File: src/rtl/setpoint_entry_ctrl_pkg.sv
// Shared types and helpers for the thermostat setpoint entry controller.
// Key codes and state encoding are used by the keypad and display blocks too.
package setpoint_entry_ctrl_pkg;

  typedef enum logic [1:0] {
    ST_IDLE   = 2'd0,
    ST_EDIT   = 2'd1,
    ST_COMMIT = 2'd2
  } state_t;

  localparam logic [3:0] KEY_CLR = 4'hA;
  localparam logic [3:0] KEY_ENT = 4'hB;
  localparam logic [3:0] KEY_CAN = 4'hC;

  // d1*10 + d0 as d1*8 + d1*2 + d0
  function automatic logic [6:0] bcd2bin(
    input logic [3:0] d1,
    input logic [3:0] d0
  );
    return {d1, 3'b000}
         + {2'b00, d1, 1'b0}
         + {3'b000, d0};
  endfunction

  function automatic logic [7:0] clamp(
    input logic [7:0] v,
    input logic [7:0] lo,
    input logic [7:0] hi
  );
    if (v < lo) return lo;
    if (v > hi) return hi;
    return v;
  endfunction

endpackage

File: src/rtl/btn_debounce.sv
// Edit-button synchronizer and debouncer.
// Emits a one-cycle press pulse on each accepted 1->0 transition.
module btn_debounce #(
  parameter int DEBOUNCE_CYCLES = 1_000_000
) (
  input  logic clk,
  input  logic rst_n,
  input  logic btn_n,
  output logic press
);

  localparam int CW =
    (DEBOUNCE_CYCLES > 1) ? $clog2(DEBOUNCE_CYCLES) : 1;
  localparam logic [CW-1:0] CMAX = CW'(DEBOUNCE_CYCLES - 1);

  logic          s1;
  logic          s2;
  logic          db;
  logic [CW-1:0] cnt;

  always_ff @(posedge clk or negedge rst_n) begin
    if (!rst_n) begin
      s1    <= 1'b1;
      s2    <= 1'b1;
      db    <= 1'b1;
      cnt   <= '0;
      press <= 1'b0;
    end else begin
      s1    <= btn_n;
      s2    <= s1;
      press <= 1'b0;
      // any return to the accepted level restarts the stability window
      if (s2 == db) begin
        cnt <= '0;
      end else if (cnt == CMAX) begin
        cnt   <= '0;
        db    <= s2;
        press <= ~s2;
      end else begin
        cnt <= cnt + CW'(1);
      end
    end
  end

endmodule

File: src/rtl/setpoint_entry_ctrl.sv
// Thermostat setpoint entry: button debounce, two-digit keypad entry,
// BCD to binary conversion, clamping and setpoint commit.
module setpoint_entry_ctrl
  import setpoint_entry_ctrl_pkg::*;
#(
  parameter int         DEBOUNCE_CYCLES = 1_000_000,
  parameter int         TIMEOUT_CYCLES  = 250_000_000,
  parameter logic [7:0] SP_MIN          = 8'd10,
  parameter logic [7:0] SP_MAX          = 8'd90,
  parameter logic [7:0] SP_DEFAULT      = 8'd25
) (
  input  logic       clk,
  input  logic       rst_n,
  input  logic       edit_btn,
  input  logic       key_valid,
  input  logic [3:0] key_code,
  output logic [7:0] setpoint,
  output logic       sp_update,
  output logic       editing,
  output logic [1:0] digit_cnt,
  output logic [3:0] disp_d1,
  output logic [3:0] disp_d0
);

  localparam int TW =
    (TIMEOUT_CYCLES > 1) ? $clog2(TIMEOUT_CYCLES) : 1;
  localparam logic [TW-1:0] TMO_LOAD = TW'(TIMEOUT_CYCLES - 1);

  state_t        state;
  logic          press;
  logic [TW-1:0] tmo;
  logic          k_dig;
  logic          k_clr;
  logic          k_ent;
  logic          k_can;
  logic          k_tmo;
  logic [7:0]    value;

  btn_debounce #(
    .DEBOUNCE_CYCLES(DEBOUNCE_CYCLES)
  ) u_db (
    .clk  (clk),
    .rst_n(rst_n),
    .btn_n(edit_btn),
    .press(press)
  );

  // mutually exclusive event flags; D-F fall through as no key
  assign k_dig = key_valid && (key_code <= 4'd9);
  assign k_clr = key_valid && (key_code == KEY_CLR);
  assign k_ent = key_valid && (key_code == KEY_ENT);
  assign k_can = key_valid && (key_code == KEY_CAN);
  assign k_tmo = !(k_dig || k_clr || k_ent || k_can)
              && (tmo == '0);

  assign value   = {1'b0, bcd2bin(disp_d1, disp_d0)};
  assign editing = (state == ST_EDIT);

  always_ff @(posedge clk or negedge rst_n) begin
    if (!rst_n) begin
      state     <= ST_IDLE;
      setpoint  <= SP_DEFAULT;
      sp_update <= 1'b0;
      digit_cnt <= 2'd0;
      disp_d1   <= 4'd0;
      disp_d0   <= 4'd0;
      tmo       <= TMO_LOAD;
    end else begin
      sp_update <= 1'b0;
      unique case (state)
        ST_IDLE: begin
          if (press) begin
            state     <= ST_EDIT;
            digit_cnt <= 2'd0;
            disp_d1   <= 4'd0;
            disp_d0   <= 4'd0;
            tmo       <= TMO_LOAD;
          end
        end
        ST_EDIT: begin
          if (press) begin
            state <= ST_COMMIT;
          end else begin
            unique case (1'b1)
              k_dig: begin
                disp_d1   <= disp_d0;
                disp_d0   <= key_code;
                digit_cnt <= (digit_cnt == 2'd2)
                           ? 2'd2 : digit_cnt + 2'd1;
                tmo       <= TMO_LOAD;
              end
              k_clr: begin
                disp_d1   <= 4'd0;
                disp_d0   <= 4'd0;
                digit_cnt <= 2'd0;
                tmo       <= TMO_LOAD;
              end
              k_ent: state <= ST_COMMIT;
              k_can: state <= ST_IDLE;
              k_tmo: state <= ST_IDLE;
              default: tmo <= tmo - TW'(1);
            endcase
          end
        end
        ST_COMMIT: begin
          state <= ST_IDLE;
          if (digit_cnt != 2'd0) begin
            setpoint  <= clamp(value, SP_MIN, SP_MAX);
            sp_update <= 1'b1;
          end
        end
        default: state <= ST_IDLE;
      endcase
    end
  end

endmodule
File: config.mk
export PLATFORM = sky130hd
export DESIGN_NAME = setpoint_entry_ctrl
export DESIGN_NICKNAME = d
export VERILOG_FILES = /design/src/rtl/setpoint_entry_ctrl_pkg.sv /design/src/rtl/btn_debounce.sv /design/src/rtl/setpoint_entry_ctrl.sv
export SDC_FILE = /design/constraint.sdc
export NUM_CORES = 1
export LEC_CHECK = 0
export ABC_AREA = 1
export CAP_MARGIN = 10
export CORE_MARGIN = 1
export CORE_UTILIZATION = 30
export CTS_CLUSTER_DIAMETER = 50
export DETAILED_ROUTE_END_ITERATION = 7
export PLACE_DENSITY = 0.55
export SYNTH_ARGS = -nofsm -noshare
export SYNTH_HDL_FRONTEND = slang
export SYNTH_SLANG_ARGS = --single-unit
File: constraint.sdc
create_clock -name clk -period 2.97 [get_ports clk]
set_input_delay 0.594 -clock clk [delete_from_list [all_inputs] [get_ports clk]]
set_output_delay 0.594 -clock clk [all_outputs]
set_load 0.02 [all_outputs]
# --- Word-level counts from Yosys, hierarchy flattened ---
# Index checks and enable logic that the tools add are counted.
totals:
  regBits: 73
  inputBits: 8
  output_inout_bits: 20
  word_cells: 93
classes:
  addsub: 5
  magnitude_cmp: 3
  eq_ne: 13
  n_mux: 37
  n_bitwise: 2
  reduce_logical: 21
ops:
  columns: ["op", "n"]
  rows:
  - ["case mux 28 bit (2 select lines)", 2]
  - ["two-way mux 28 bit", 2]
  - ["two-way mux 20 bit", 2]
  - ["two-way mux 8 bit", 4]
  - ["case mux 4 bit (2 select lines)", 4]
  - ["zero test 28 bit", 1]
  - ["subtractor 28 x 1 -> 28 bit (second input constant)", 1]
  - ["adder 20 x 1 -> 20 bit (second input constant)", 1]
  - ["== test 20 bit (second input constant)", 1]
  - ["case mux 2 bit (2 select lines)", 4]
  - ["== test 4 bit (second input constant)", 3]
  - ["two-way mux 4 bit", 3]
  - ["two-way mux 1 bit", 11]
  - ["two-way mux 2 bit", 5]
  - ["AND reduction 4 bit", 2]
  - ["adder 7 x 4 -> 7 bit", 1]
  - ["adder 7 x 5 -> 7 bit", 1]
  - ["greater-than comparator 7 bit (second input constant)", 1]
  - ["< comparator 7 x 4 -> 1 bit (second input constant)", 1]
  - ["AND reduction 2 bit", 3]
  - ["logical AND 1 bit", 5]
  - ["== test 2 bit (second input constant)", 2]
  - ["less-or-equal comparator 4 bit (second input constant)", 1]
  - ["!= test 2 bit (second input constant)", 2]
  - ["13 further kinds", 18]

# --- Depth between registers and ports, before layout ---
depth:
  ltp_word: 11
  depth_mapped: 13

# --- Modules after synthesis ---
# A second synthesis with hierarchy kept.
hier_totals:
  cells_unflattened: 646
  hier_area_um2: 4720.8
modules_own_cells:
  columns: ["module", "n_inst", "cells_per_inst", "area_per_inst_um2", "seq_area_each_um2"]
  rows:
  - ["setpoint_entry_ctrl", 1, 478, 3348.2, 1228.7]
  - ["btn_debounce", 1, 168, 1372.6, 604.3]

# --- Worst setup path after synthesis ---
# No wires, ideal clock.
synth_timing:
  path_kind: "register to register"
  from: "reg disp_d1[0]"
  to: "reg setpoint[3]"
  setup_time_ns: 0.060
  t_arrival_ns: 2.327
  t_required_ns: 2.910
  path_slack_ns: 0.583
  path_stages_with_launch: 11
  synth_period_minus_slack_ns: 2.387
  cell_sequence: "dfrtp_1 inv_1 fa_1 fa_1 nand3b_1 nand2_1 xor2_1 nand2_1 nand3_1 nand2_1 nand2_1"
synth_between:
  elab_chain_cells: 9
  elab_cells_between_ends: 14
  cone_classes: "2 x add/sub; 2 x order compare; 10 x mux"
synth_lines:
  columns: ["item", "line_no", "rtl"]
  rows:
  - ["start, declared", "setpoint_entry_ctrl.sv:21", "output logic [3:0] disp_d1,"]
  - ["start signal, assigned", "setpoint_entry_ctrl.sv:86", "disp_d1 <= disp_d0;"]
  - ["adder 7 x 5 -> 7 bit *", "setpoint_entry_ctrl_pkg.sv:21", "+ {2'b00, d1, 1'b0}"]
  - ["adder 7 x 4 -> 7 bit *", "setpoint_entry_ctrl_pkg.sv:22", "+ {3'b000, d0};"]
  - ["greater-than comparator 7 bit", "setpoint_entry_ctrl_pkg.sv:31", "if (v > hi) return hi;"]
  - ["two-way mux 1 bit (2 in series)", "setpoint_entry_ctrl_pkg.sv:31", null]
  - ["two-way mux 1 bit", "setpoint_entry_ctrl.sv:107", "if (digit_cnt != 2'd0) begin"]
  - ["two-way mux 1 bit", "setpoint_entry_ctrl.sv:70", "unique case (state)"]
  - ["two-way mux 8 bit", "setpoint_entry_ctrl_pkg.sv:32", "return v;"]
  - ["two-way mux 8 bit *", "setpoint_entry_ctrl_pkg.sv:31", null]
  - ["end signal, assigned", "setpoint_entry_ctrl.sv:108", "setpoint <= clamp(value, SP_MIN, SP_MAX);"]
  - ["end, declared", "setpoint_entry_ctrl.sv:17", "output logic [7:0] setpoint,"]
# Mark *: on every way between the ends. The rest lies on a longest branch, timed or not. The select of a mux whose other input is x is not followed.
# A chain may end at the register's enable or synchronous reset.

# --- Final worst setup path ---
layout_timing:
  from: "reg state[1]"
  to: "out editing"
layout_between:
  elab_chain_cells: 1
layout_lines:
  columns: ["item", "line_no", "rtl"]
  rows:
  - ["start, declared", "setpoint_entry_ctrl.sv:29", "state_t state;"]
  - ["start signal, assigned", "setpoint_entry_ctrl.sv:61", "state <= ST_IDLE;"]
  - ["start signal, assigned", "setpoint_entry_ctrl.sv:73", "state <= ST_EDIT;"]
  - ["start signal, assigned", "setpoint_entry_ctrl.sv:82", "state <= ST_COMMIT;"]
  - ["== test 2 x 1 -> 1 bit", "setpoint_entry_ctrl.sv:57", "assign editing = (state == ST_EDIT);"]
  - ["end, declared", "setpoint_entry_ctrl.sv:19", "output logic editing,"]
# Every way passes these cells.

==> implementation parameters <==
Parameter                              Value

Place
  PortBufs    26
  Cells after DPL    837
  Half-perimeter wire length after placement    7700 um
  Weighted congestion at the end of routability-driven global placement    0.885

Outcome
  Outcome    finished with violations
  Violations in the final reports    DRC

Finish
  Final net count    684
  Fillcell total    1505
  Non-Filler Instances    853
  Most common library cell in the layout ignoring fill and taps    sky130_fd_sc_hd__nand2_1
  Share of post-route cells with drive strength above 1    10.5%
  Synth-to-Final Area Change    16.6%
  Leading cell types in the layout, fill and taps excluded    169 x sky130_fd_sc_hd__nand2_1, 93 x sky130_fd_sc_hd__nor2_1, 76 x sky130_fd_sc_hd__nand3_1
  Final antenna diode count    0

Floorplanning
  Height of the die    125 um
  Die outline area    15700 um^2
  Number of placed I/O pins    28
  Core Area    14600 um^2
  Die boundary width    125 um
  Initial Util    31.1%
  Row cnt    44

Critical path
  Arrival time at the worst endpoint    1.95 ns
  Worst Setup Start Kind    flop
  Top fanout value on the critical path    7
  Type of destination of the critical path    primary output
  Worst EP required    2.38 ns
  Crit Path Category    flop to primary output

Synth
  Net count after synthesis    657
  Synth warnings    0
  Fraction of synthesis flops using an asynchronous set or reset pin    100%
  Number of enable-type register cells in the synthesized netlist    0
  Mean instance size in the synthesized netlist    7.14 um^2
  Cell count after synthesis    637
  Yosys reg bits    72
  Dominant synthesized flop cell    sky130_fd_sc_hd__dfrtp_1
  Portion of the post-synthesis area used by sequential elements    40.3%
  Synth unique cells    37
  Post-synthesis instance area    4550 um^2

Routing
  Vias after detailed routing    4153
  WL/cell    12.9 um
  Detailed-route DRC error count    2
  Number of DRC markers after the initial detailed-route iteration    350
  Remaining number of nets flagged by the antenna check after routing    0
  Via density per instance    4.87
  Number of detailed-route iterations in the first pass    8
  Total Wirelength    11000 um

Clock tree
  Maximum buffer depth of the clock tree    2
  Clock edge transition at the registers on the reported setup and hold paths    0.06 ns
  Count of instances resized after the clock tree is built    0
  CTS sink cnt    72
  Buffer cell driving the clock tree root    sky130_fd_sc_hd__clkbuf_16
  TritonCTS clock tree    done
  Max H-tree Level    3
  Hold-fix buffers at CTS    0
  Post-CTS Setup Repair Bufs    0
  Clock network latency to the later pin of the worst-skew pair    0.35 ns
  CTS Buf Count    9

Timing
  Highest clock rate    393 MHz
  # setup viols final    0
  Final Hold Viols    0
  Worst slew margin    39.7%
  Unrepaired setup endpoints after global routing    no
  Final Slew Violations    0
  Minimum clock period after layout    2.55 ns
  Total negative slack for setup checks    0 ns
  Worst slack on hold paths    0.354 ns
  Final worst-path cycle share    85.7%
  Slew of the pin with the lowest slew margin    0.905 ns
  Worst-case clock skew    0.00722 ns

Job
  Maxcap violations    0

GRT
  Grt ovf    0
  GRT Util Overall    15.0%
  Pin count of the biggest net entering global routing    73
  First-pass GRT wire length    18900 um
  Number of global-route vias before repair    4012
  Antenna violations before repair    0

Power
  Leakage power figure    2.43 nW
  Worst IR drop on VDD    0.310 mV
  Total power density per cell area    792 nW/um^2
  Total power after layout    4.20 mW

Min path
  Worst hold-check path type    primary input to async pin
[sequential cells by signal, indices dropped and copies added (netlist names), 2 cells and up]
name,flops
disp_d0,4
digit_cnt,2
disp_d1,4
setpoint,7
tmo,28
u_db.cnt,20
state,2
[power by group]
group          internal [mW]  leakage (nW)  switching (mW)
registers               1.33         0.909           0.260
logic                  0.564          1.37           0.844
clock network          0.759         0.156           0.448
total                   2.65          2.43            1.55
[worst max-delay path, cell delays in order, from the launching register on]
cell	delay, ns
sky130_fd_sc_hd__dfrtp_1	0.40
sky130_fd_sc_hd__nor2_1	0.49
sky130_fd_sc_hd__clkdlybuf4s50_1	0.72
[cell type report]
type                       instances  area, um^2  area share (%)
clock inverter                     5        81.3            1.53
sequential                        72        1830            34.5
tap                              184         230            4.34
inverter                          73         274            5.16
clock buffer                      11         243            4.57
timing repair buffer              32         303            5.71
multi-input combinational        476        2340            44.1
[kinds of logic after synthesis]
family | share of synthesized area [%]
simple gates | 41.2
buf+inv | 8.22
flops | 40.3
compound gates | 4.26
xor+xnor | 2.31
fa+ha+maj | 3.63
other cells | 0.0824
[Yosys cell counts, drive strengths merged, types with 7 or more instances]
cell,n,share of area (%)
xor2,9,1.7
nor2,101,9.4
buf,11,1.8
nand4,32,4.4
inv,73,6.0
o21ai,19,2.1
ha,10,2.8
nand2,174,15
nand3,77,8.6
a21oi,11,1.2
nor3,14,1.5
or2,7,0.96
dfstp,25,14
dfrtp,47,26
[path summary, 6_finish.rpt]
| path | from | end | slack (ns) | cells past startpoint |
|---|---|---|---|---|
| hold reg to reg | u_db.s1 | u_db.s2 | 0.36 | 0 |
| min in group clk | u_db.s1 | u_db.s2 | 0.36 | 0 |
| hold / removal | rst_n | tmo[11] | 0.35 | 1 |
| setup / recovery | state[1] | editing | 0.42 | 2 |
| max in group asynchronous | rst_n | tmo[19] | 2.01 | 1 |
| setup reg to reg | disp_d1[0] | setpoint[1] | 0.55 | 10 |
[stage by stage]
stage          setup WS [ns]  utilization, %  instance area, um^2
2_1_floorplan          0.583               -                 4550
3_3_place_gp           0.515            34.0                 4980
3_5_place_dp           0.402            34.0                 4980
4_1_cts                0.378            36.2                 5310
5_1_grt                0.347            36.2                 5310
6_report               0.423            36.2                 5310
[per-layer routing]
metal  up-vias  track usage, %  wire, um
li1       2113               -         -
met1      1943            19.2      5330
met2        83            24.4      5080
met3        14            2.70       406
met4         0            7.68       222
met5         -               0         0
No activity file was read; power rests on OpenSTA's default activity.
